==> src/rtl/serial_sample_feeder.sv <==
// I2S left-channel capture into a small FIFO, drained one word per modulator pulse_done.
// Build option SERIAL_FEEDER_TWOS_COMP_EN: convert two's complement input to offset binary on push.
module serial_sample_feeder #(
  parameter int SAMPLE_BITS     = 16,
  parameter int FIFO_DEPTH_LOG2 = 2,
  parameter int SYNC_STAGES     = 2
) (
  input  logic                       clk,
  input  logic                       rst_n,
  input  logic                       sck_in,
  input  logic                       ws_in,
  input  logic                       sd_in,
  input  logic                       pulse_done,
  input  logic                       clear_flags,
  output logic [SAMPLE_BITS-1:0]     sample_out,
  output logic [FIFO_DEPTH_LOG2:0]   fifo_level,
  output logic                       overflow,
  output logic                       underflow
);

  localparam int DEPTH = 1 << FIFO_DEPTH_LOG2;
  localparam int CNT_W = $clog2(SAMPLE_BITS + 1);
  localparam logic [SAMPLE_BITS-1:0] MSB_MASK = {1'b1, {(SAMPLE_BITS-1){1'b0}}};
  localparam logic [CNT_W-1:0] LAST_BIT = CNT_W'(SAMPLE_BITS - 1);
  localparam logic [FIFO_DEPTH_LOG2:0] FULL_LEVEL = {1'b1, {FIFO_DEPTH_LOG2{1'b0}}};

  typedef enum logic [1:0] {IDLE, SKIP, SHIFT} state_t;

  // sck, ws and sd share one chain so they stay mutually aligned
  logic [2:0] sync_reg [SYNC_STAGES];

  genvar gi;
  generate
    for (gi = 0; gi < SYNC_STAGES; gi++) begin : g_sync
      if (gi == 0) begin : g_first
        always_ff @(posedge clk or negedge rst_n) begin
          if (!rst_n) sync_reg[gi] <= '0;
          else        sync_reg[gi] <= {sck_in, ws_in, sd_in};
        end
      end else begin : g_next
        always_ff @(posedge clk or negedge rst_n) begin
          if (!rst_n) sync_reg[gi] <= '0;
          else        sync_reg[gi] <= sync_reg[gi-1];
        end
      end
    end
  endgenerate

  logic sck_sync, ws_sync, sd_sync;
  assign {sck_sync, ws_sync, sd_sync} = sync_reg[SYNC_STAGES-1];

  logic                   sck_prev_reg;
  logic                   ws_last_reg;
  state_t                 state_reg;
  logic [CNT_W-1:0]       bit_cnt_reg;
  logic [SAMPLE_BITS-1:0] word_reg;

  logic                   sck_rise;
  logic                   ws_change;
  logic [SAMPLE_BITS-1:0] word_next;
  logic [SAMPLE_BITS-1:0] push_raw;
  logic [SAMPLE_BITS-1:0] push_data;
  logic                   push;

  assign sck_rise  = sck_sync & ~sck_prev_reg;
  assign ws_change = sck_rise & (ws_sync != ws_last_reg);

  // word is cleared before capture, so a short word is already zero-padded
  always_comb begin
    word_next = word_reg | (sd_sync ? (MSB_MASK >> bit_cnt_reg) : '0);
    push_raw  = word_reg;
    push      = 1'b0;
    if (sck_rise && state_reg == SHIFT) begin
      if (ws_change) begin
        push     = 1'b1;
        push_raw = word_reg;
      end else if (bit_cnt_reg == LAST_BIT) begin
        push     = 1'b1;
        push_raw = word_next;
      end
    end
  end

`ifdef SERIAL_FEEDER_TWOS_COMP_EN
  assign push_data = push_raw ^ MSB_MASK;
`else
  assign push_data = push_raw;
`endif

  always_ff @(posedge clk or negedge rst_n) begin
    if (!rst_n) begin
      sck_prev_reg <= 1'b0;
      ws_last_reg  <= 1'b0;
      state_reg    <= IDLE;
      bit_cnt_reg  <= '0;
      word_reg     <= '0;
    end else begin
      sck_prev_reg <= sck_sync;
      if (sck_rise) begin
        ws_last_reg <= ws_sync;
        if (ws_change) begin
          state_reg <= ws_sync ? IDLE : SKIP;
        end else begin
          case (state_reg)
            SKIP: begin
              state_reg   <= SHIFT;
              bit_cnt_reg <= '0;
              word_reg    <= '0;
            end
            SHIFT: begin
              word_reg    <= word_next;
              bit_cnt_reg <= bit_cnt_reg + 1'b1;
              if (bit_cnt_reg == LAST_BIT) state_reg <= IDLE;
            end
            default: state_reg <= IDLE;
          endcase
        end
      end
    end
  end

  logic [SAMPLE_BITS-1:0]     mem [DEPTH];
  logic [FIFO_DEPTH_LOG2:0]   wr_ptr_reg;
  logic [FIFO_DEPTH_LOG2:0]   rd_ptr_reg;
  logic [FIFO_DEPTH_LOG2:0]   level;
  logic                       full;
  logic                       empty;
  logic                       pop_ok;
  logic                       push_ok;
  logic [SAMPLE_BITS-1:0]     sample_out_reg;
  logic                       overflow_reg;
  logic                       underflow_reg;

  assign level   = wr_ptr_reg - rd_ptr_reg;
  assign full    = (level == FULL_LEVEL);
  assign empty   = (level == '0);
  assign pop_ok  = pulse_done & ~empty;
  // a pop in the same cycle frees the slot the push needs
  assign push_ok = push & (~full | pop_ok);

  always_ff @(posedge clk) begin
    if (push_ok) mem[wr_ptr_reg[FIFO_DEPTH_LOG2-1:0]] <= push_data;
  end

  always_ff @(posedge clk or negedge rst_n) begin
    if (!rst_n) begin
      wr_ptr_reg     <= '0;
      rd_ptr_reg     <= '0;
      sample_out_reg <= MSB_MASK;
      overflow_reg   <= 1'b0;
      underflow_reg  <= 1'b0;
    end else begin
      if (push_ok) wr_ptr_reg <= wr_ptr_reg + 1'b1;
      if (pop_ok) begin
        rd_ptr_reg     <= rd_ptr_reg + 1'b1;
        sample_out_reg <= mem[rd_ptr_reg[FIFO_DEPTH_LOG2-1:0]];
      end
      overflow_reg  <= (push & ~push_ok) | (overflow_reg & ~clear_flags);
      underflow_reg <= (pulse_done & empty) | (underflow_reg & ~clear_flags);
    end
  end

  assign sample_out = sample_out_reg;
  assign fifo_level = level;
  assign overflow   = overflow_reg;
  assign underflow  = underflow_reg;

endmodule

==> config.mk <==
export PLATFORM = sky130hd
export DESIGN_NAME = serial_sample_feeder
export DESIGN_NICKNAME = d
export VERILOG_FILES = /design/src/rtl/serial_sample_feeder.sv
export SDC_FILE = /design/constraint.sdc
export NUM_CORES = 1
export LEC_CHECK = 0
export ABC_CLOCK_PERIOD_IN_PS = 3100
export BUFFER_PORTS_ARGS = -buffer_cell sky130_fd_sc_hd__buf_2
export CAP_MARGIN = 5
export CORE_UTILIZATION = 60
export CTS_CLUSTER_SIZE = 8
export DETAILED_ROUTE_END_ITERATION = 6
export PLACE_DENSITY = 0.79
export RECOVER_POWER = 100
export SKIP_LAST_GASP = 1
export SLEW_MARGIN = 20
export SYNTH_ARGS = -nofsm -noshare
export SYNTH_HDL_FRONTEND = slang
export SYNTH_SLANG_ARGS = --single-unit
export TNS_END_PERCENT = 1
==> constraint.sdc <==
create_clock -name clk -period 3.1 [get_ports clk]
set_input_delay 0.155 -clock clk [delete_from_list [all_inputs] [get_ports clk]]
set_output_delay 0.155 -clock clk [all_outputs]
set_load 0.02 [all_outputs]
==> results of run 1 <==
final timing paths:
kind,from,end,cells after the start
setup / recovery,wr_ptr_reg[0],mem[3][9],6
hold / removal,sck_in,sync_reg[5],2
setup reg to reg,wr_ptr_reg[0],mem[3][9],6
hold reg to reg,sync_reg[5],sck_sync,0
max in group asynchronous,rst_n,state_reg[1],3
min in group asynchronous,rst_n,sample_out[5],2
synth_stat cells, types with 2 or more instances:
| cell type | instances |
|---|---|
| edfxtp_1 | 64 |
| dfrtp_1 | 54 |
| nor2_1 | 20 |
| mux2_2 | 18 |
| mux4_2 | 16 |
| ha_1 | 15 |
| inv_1 | 14 |
| nand2_1 | 14 |
| a21oi_1 | 11 |
| a21o_1 | 10 |
| o21ai_0 | 8 |
| a31o_2 | 6 |
| a31oi_1 | 6 |
| buf_2 | 5 |
| nor2b_1 | 4 |
| xnor2_1 | 4 |
| and2_2 | 3 |
| clkbuf_1 | 3 |
| nand2b_1 | 3 |
| and3b_1 | 2 |
| buf_1 | 2 |
| nand3_1 | 2 |
| nand3b_1 | 2 |
| or3_1 | 2 |
| xor2_1 | 2 |
what timing repair did:
action,in CTS,in global routing
resized for setup,0,0
hold endpoints to repair,50,0
hold buffers,6,0
metrics by stage:
stage	power [W]	hold WS [ns]	setup slack, ns	instance area (um2)	util
after floorplan	0.00304	-0.141	0.617	4930	-
after global placement	0.00338	0.265	0.466	5180	0.660
after detailed placement	0.00341	0.265	0.407	5180	0.660
after CTS	0.00520	0.267	0.394	5790	0.737
after global routing	0.00536	0.277	0.171	5750	0.733
final	0.00509	0.296	0.366	5750	0.733
where the power goes:
group / total, W / switching (W) / internal [W]
Combinational: 0.00136 / 0.000784 / 0.000576
Clock: 0.00177 / 0.000633 / 0.00114
Sequential: 0.00196 / 0.000102 / 0.00186
cell type report:
cell class,count,area share
flip-flops and latches,119,0.574
multi-input cells,166,0.264
clock buffers,23,0.0831
repair buffers,38,0.0348
well taps,102,0.0222
clock inverters,9,0.0126
inverters,14,0.00914
layer usage:
layer | wire (um) | share of wire | GRT usage
met3 | 384 | 0.043 | 0.0665
met4 | 223 | 0.025 | 0.121
met1 | 3650 | 0.41 | 0.289
met2 | 4660 | 0.52 | 0.411
met5 | 0 | 0 | 0
cells in the final DEF (no fill, tap or decap), types with 3 or more instances in the layout:
master | netlist | routed
edfxtp_1 | 64 | 64
dfrtp_1 | 54 | 54
clkbuf_1 | 3 | 25
nor2_1 | 20 | 21
mux2_2 | 18 | 18
clkbuf_16 | 0 | 17
mux4_2 | 16 | 16
ha_1 | 15 | 15
inv_1 | 14 | 14
nand2_1 | 14 | 14
a21oi_1 | 11 | 11
a21o_1 | 10 | 10
o21ai_0 | 8 | 9
a31oi_1 | 6 | 6
dlygate4sd3_1 | 0 | 6
a31o_2 | 6 | 5
buf_2 | 5 | 5
xnor2_1 | 4 | 4
nor2b_1 | 4 | 4
and2_2 | 3 | 4
clkinv_2 | 0 | 4
nand2b_1 | 3 | 3
clkbuf_8 | 0 | 3
buf_4 | 0 | 3
cells by family after synthesis:
family | synth area share
xor+xnor | 0.0157
mux | 0.114
compound gates | 0.0723
flops | 0.669
fa+ha+maj | 0.0421
simple gates | 0.0647
buf+inv | 0.0218
==> out/results.ini, run 1 <==
[sta]
slew_viol_final = 0
fin_skew_ns = 0.0111
slew_headroom = 0.202
finalSetupTns_ns = 0
finalHoldViolations = 0
fmax_ghz = 0.366
worst_pin_slew_ns = 1.20
layout_worst_path_cycle_share = 0.882
rsz0062_at_grt = false
setup_viol = 0
min_period_ns = 2.73

[synthesis]
synthArstFlopShare = 0.462
synth_ff_type = edfxtp_1
synth.cell_area_um2 = 4930
synth_top_area_cell = edfxtp_1
synth_seq_cells = 119
synth-edff-count = 64
synth_top_cell_area_share = 0.390
yosys-top-cells-area = edfxtp_1, dfrtp_1, mux4_2
seq_area_frac_synth = 0.669
avgSynthCellArea_um2 = 15.9
synth_cell_types = 45
synth.net_count = 333
syn_inst = 310
ys_warn_count = 0

[global_routing]
grt_max_degree = 48
antenna_found_initial = 0
grt_usage = 0.243
grt_pass1_vias = 2968
grt_pass1_wl_mm = 14.9
grt_remaining_overflow = 0

[floorplan]
rows = 32
initial_utilization = 0.628
coreArea_um2 = 7850
die_y_um = 92.7
ios = 28
die_w_um = 92.7
dieArea_um2 = 8580

[cts]
clk_pin_slew_ns = 0.05
cts-htree-levels = 4
cts_setup_buffers = 0
cts_tree = built
cts_root_buf = clkbuf_8
insertion_delay_ns = 0.51
cts_sinks = 119
cts_inserted_buffers = 17
clock_path_buffers = 2

[detailed_routing]
drc_errors = 0
ant_nets = 0
drt_iter0_markers = 188
first_pass_iters = 4
avgRoutedWirePerCell_um = 18.9
routed_wl_mm = 8.91
via_count = 2742
viasPerCell = 5.82

[layout]
stdcell_count = 471
largest_reg_flops = 64
regArea_um2 = 3300
nets = 379
drive_gt1_frac = 0.236
fillers = 510
antenna_cells = 0
multi_input_area_um2 = 1520
area_growth_pct = 16.6

[worst_setup_path]
critical_path_class = flip-flop to flip-flop
critPathMaxStageDelay_ns = 0.52
critPathMaxFanout = 17
arrival_ns = 2.87
critical_path.n_buffers_inverters = 1
start_kind = flip-flop
reg2reg_slack_ns = 0.37
endpoint_kind = flip-flop
cp_slowest_cell = and2_2
cp.required_ns = 3.24
critical-path-top-delay-family = adder cells
critical_path.cell_chain = inv_1 -> ha_1 -> fa_1 -> xor3_1 -> a221oi_4 -> and2_2

[placed_design]
dp_hpwl_mm = 5.47
gp_congestion = 0.800
io_buffer_count = 27
dp_cells = 433

[flow_run]
drv_cap = 0

[power_and_ir_drop]
leakage_nw = 2.27
vdd_drop_max_mv = 0.841
power_density_nw_per_um2 = 885

[status]
status = finished clean

[min_path]
hold_path.class = primary input to flip-flop

No activity file was read; power rests on OpenSTA's default activity.
==> run 2: changes to the inputs <==
--- a/config.mk
+++ b/config.mk
@@ -9,9 +9,10 @@
 export BUFFER_PORTS_ARGS = -buffer_cell sky130_fd_sc_hd__buf_2
 export CAP_MARGIN = 5
 export CORE_UTILIZATION = 60
+export CTS_BUF_LIST = sky130_fd_sc_hd__clkbuf_8 sky130_fd_sc_hd__clkbuf_16
 export CTS_CLUSTER_SIZE = 8
 export DETAILED_ROUTE_END_ITERATION = 6
-export PLACE_DENSITY = 0.79
+export PLACE_DENSITY = 0.87
 export RECOVER_POWER = 100
 export SKIP_LAST_GASP = 1
 export SLEW_MARGIN = 20
==> run 2 against run 1 <==
  * Power is 3.3% higher
  * Core utilization increased by 0.27 points
  * Via count barely moved
  * Worst setup slack worse by 0.028 ns
  * Count of clock-buffer cells in the layout shrank 6
  * Non-clock buffer count down 1
  * Global-route usage increased by 0.51 points
  * Critical path type unchanged
  * Critical endpoint is now mem[3][15]
  * Largest cell class unchanged
==> out/results.ini, run 2 (same netlist as run 1, synthesis figures left out) <==
[power_and_ir_drop]
leakage_nw = 2.28
power_density_nw_per_um2 = 911
comb_power_share = 0.265
power_frac_seq = 0.373
vdd_drop_max_mv = 0.677
switchingPower_w = 0.00161
p_sw_frac = 0.307
clkPwrFrac = 0.363
finalPower_w = 0.00526
p_int_w = 0.00364

[flow_run]
drv_cap = 0

[worst_setup_path]
critical_path.cell_chain = inv_1 -> ha_1 -> fa_1 -> xor3_1 -> a221oi_4 -> and2_2
endpoint_kind = flip-flop
cp_slowest_cell = and2_2
start_kind = flip-flop
critical_path_class = flip-flop to flip-flop
cp.required_ns = 3.27
critPathMaxFanout = 17
critical-path-top-delay-family = adder cells
critical_path.n_buffers_inverters = 1
arrival_ns = 2.93
critPathMaxStageDelay_ns = 0.50

[placed_design]
dp_cells = 432
gp_congestion = 0.795
io_buffer_count = 27
dp_hpwl_mm = 5.64

[cts]
clk_pin_slew_ns = 0.05
clock_path_buffers = 2
ctsResizeCount = 0
cts_sinks = 119
cts_setup_buffers = 0
cts_inserted_buffers = 17
insertion_delay_ns = 0.52
cts_root_buf = clkbuf_8
cts_tree = built
cts-htree-levels = 4

[floorplan]
initial_utilization = 0.628
dieArea_um2 = 8580
die_y_um = 92.7
ios = 28
coreArea_um2 = 7850
die_w_um = 92.7
rows = 32

[layout]
drive_gt1_frac = 0.245
area_growth_pct = 17.0
final_cell_mix = edfxtp_1, dfrtp_1, clkbuf_1
stdcell_count = 470
multi_input_area_um2 = 1520
nets = 378
regArea_um2 = 3300
antenna_cells = 0
fillers = 463
largest_reg_flops = 64
final_common_cell = edfxtp_1

[detailed_routing]
drc_errors = 0
first_pass_iters = 4
avgRoutedWirePerCell_um = 19.9
ant_nets = 0
viasPerCell = 5.84
via_count = 2743
routed_wl_mm = 9.35
drt_iter0_markers = 118

[global_routing]
grt_max_degree = 50
grt_pass1_wl_mm = 15.0
grt_remaining_overflow = 0
grt_pass1_vias = 2941
grt_usage = 0.248
antenna_found_initial = 0

[sta]
finalHoldViolations = 0
fin_skew_ns = 0.00678
worst_pin_slew_ns = 1.21
rsz0062_at_grt = false
slew_headroom = 0.192
finalSetupTns_ns = 0
slew_viol_final = 0
layout_worst_path_cycle_share = 0.891
fmax_ghz = 0.362
setup_viol = 0
min_period_ns = 2.76
finalHoldWorstSlack_ns = 0.279

[min_path]
hold_path.class = primary input to flip-flop

[status]
status = finished clean

==> run 2: cell count changes in the layout (fill, tap and decap cells not counted), moves of 2 or more <==
cell	previous run	this run
clkinv_1	2	0
bufinv_16	1	3
inv_1	14	16
clkbuf_8	3	1
clkbuf_1	25	22
inv_6	0	2
==> run 2: final timing paths <==
path	startpoint	endpoint	slack [ns]	depth (start not counted)
min in group asynchronous	rst_n	bit_cnt_reg[0]	0.43	2
max in group asynchronous	rst_n	sample_out[0]	1.74	3
worst max register to register	wr_ptr_reg[0]	mem[3][15]	0.34	6
worst max-delay path	wr_ptr_reg[0]	mem[3][15]	0.34	6
worst min register to register	sync_reg[4]	sync_reg[1]	0.35	0
worst min-delay path	sd_in	sync_reg[3]	0.28	2
==> run 2: repair_timing <==
| item | 4_1_cts | 5_1_grt |
|---|---|---|
| hold endpoints to repair | 52 | 0 |
| setup endpoints to repair | 0 | 0 |
| hold buffers | 6 | 0 |
==> run 2: power by group through the flow <==
| stage | sequential, W | combinational, W | clock (W) |
|---|---|---|---|
| 4_1_cts | 0.00196 | 0.00146 | 0.00192 |
| 2_1_floorplan | 0.00212 | 0.000925 | 0 |
| 3_3_place_gp | 0.00197 | 0.00138 | 0 |
| 3_5_place_dp | 0.00198 | 0.00142 | 0 |
| 5_1_grt | 0.00198 | 0.00152 | 0.00199 |
| 6_report | 0.00196 | 0.00139 | 0.00191 |
==> run 2: area by class of cell <==
class                      count  share of cell area
sequential                   119               0.572
multi-input combinational    166               0.263
clock buffer                  17              0.0718
timing repair buffer          37              0.0338
clock inverter                15              0.0282
tap                          102              0.0221
inverter                      14             0.00911
==> run 2: routing by layer <==
metal  track usage  vias up  part of all wire
li1              -     1240                 -
met5             0        -                 0
met3        0.0764       21             0.051
met2         0.425       88              0.53
met4         0.115        0             0.023
met1         0.287     1394              0.40
==> run 2: metrics by stage <==
step / area, um2 / utilization / setup WS (ns)
finish: 5770 / 0.735 / 0.338
global route: 5770 / 0.735 / 0.190
CTS: 5810 / 0.740 / 0.382
detailed placement: 5170 / 0.659 / 0.384
global placement: 5170 / 0.659 / 0.497
floorplan: 4930 / - / 0.617
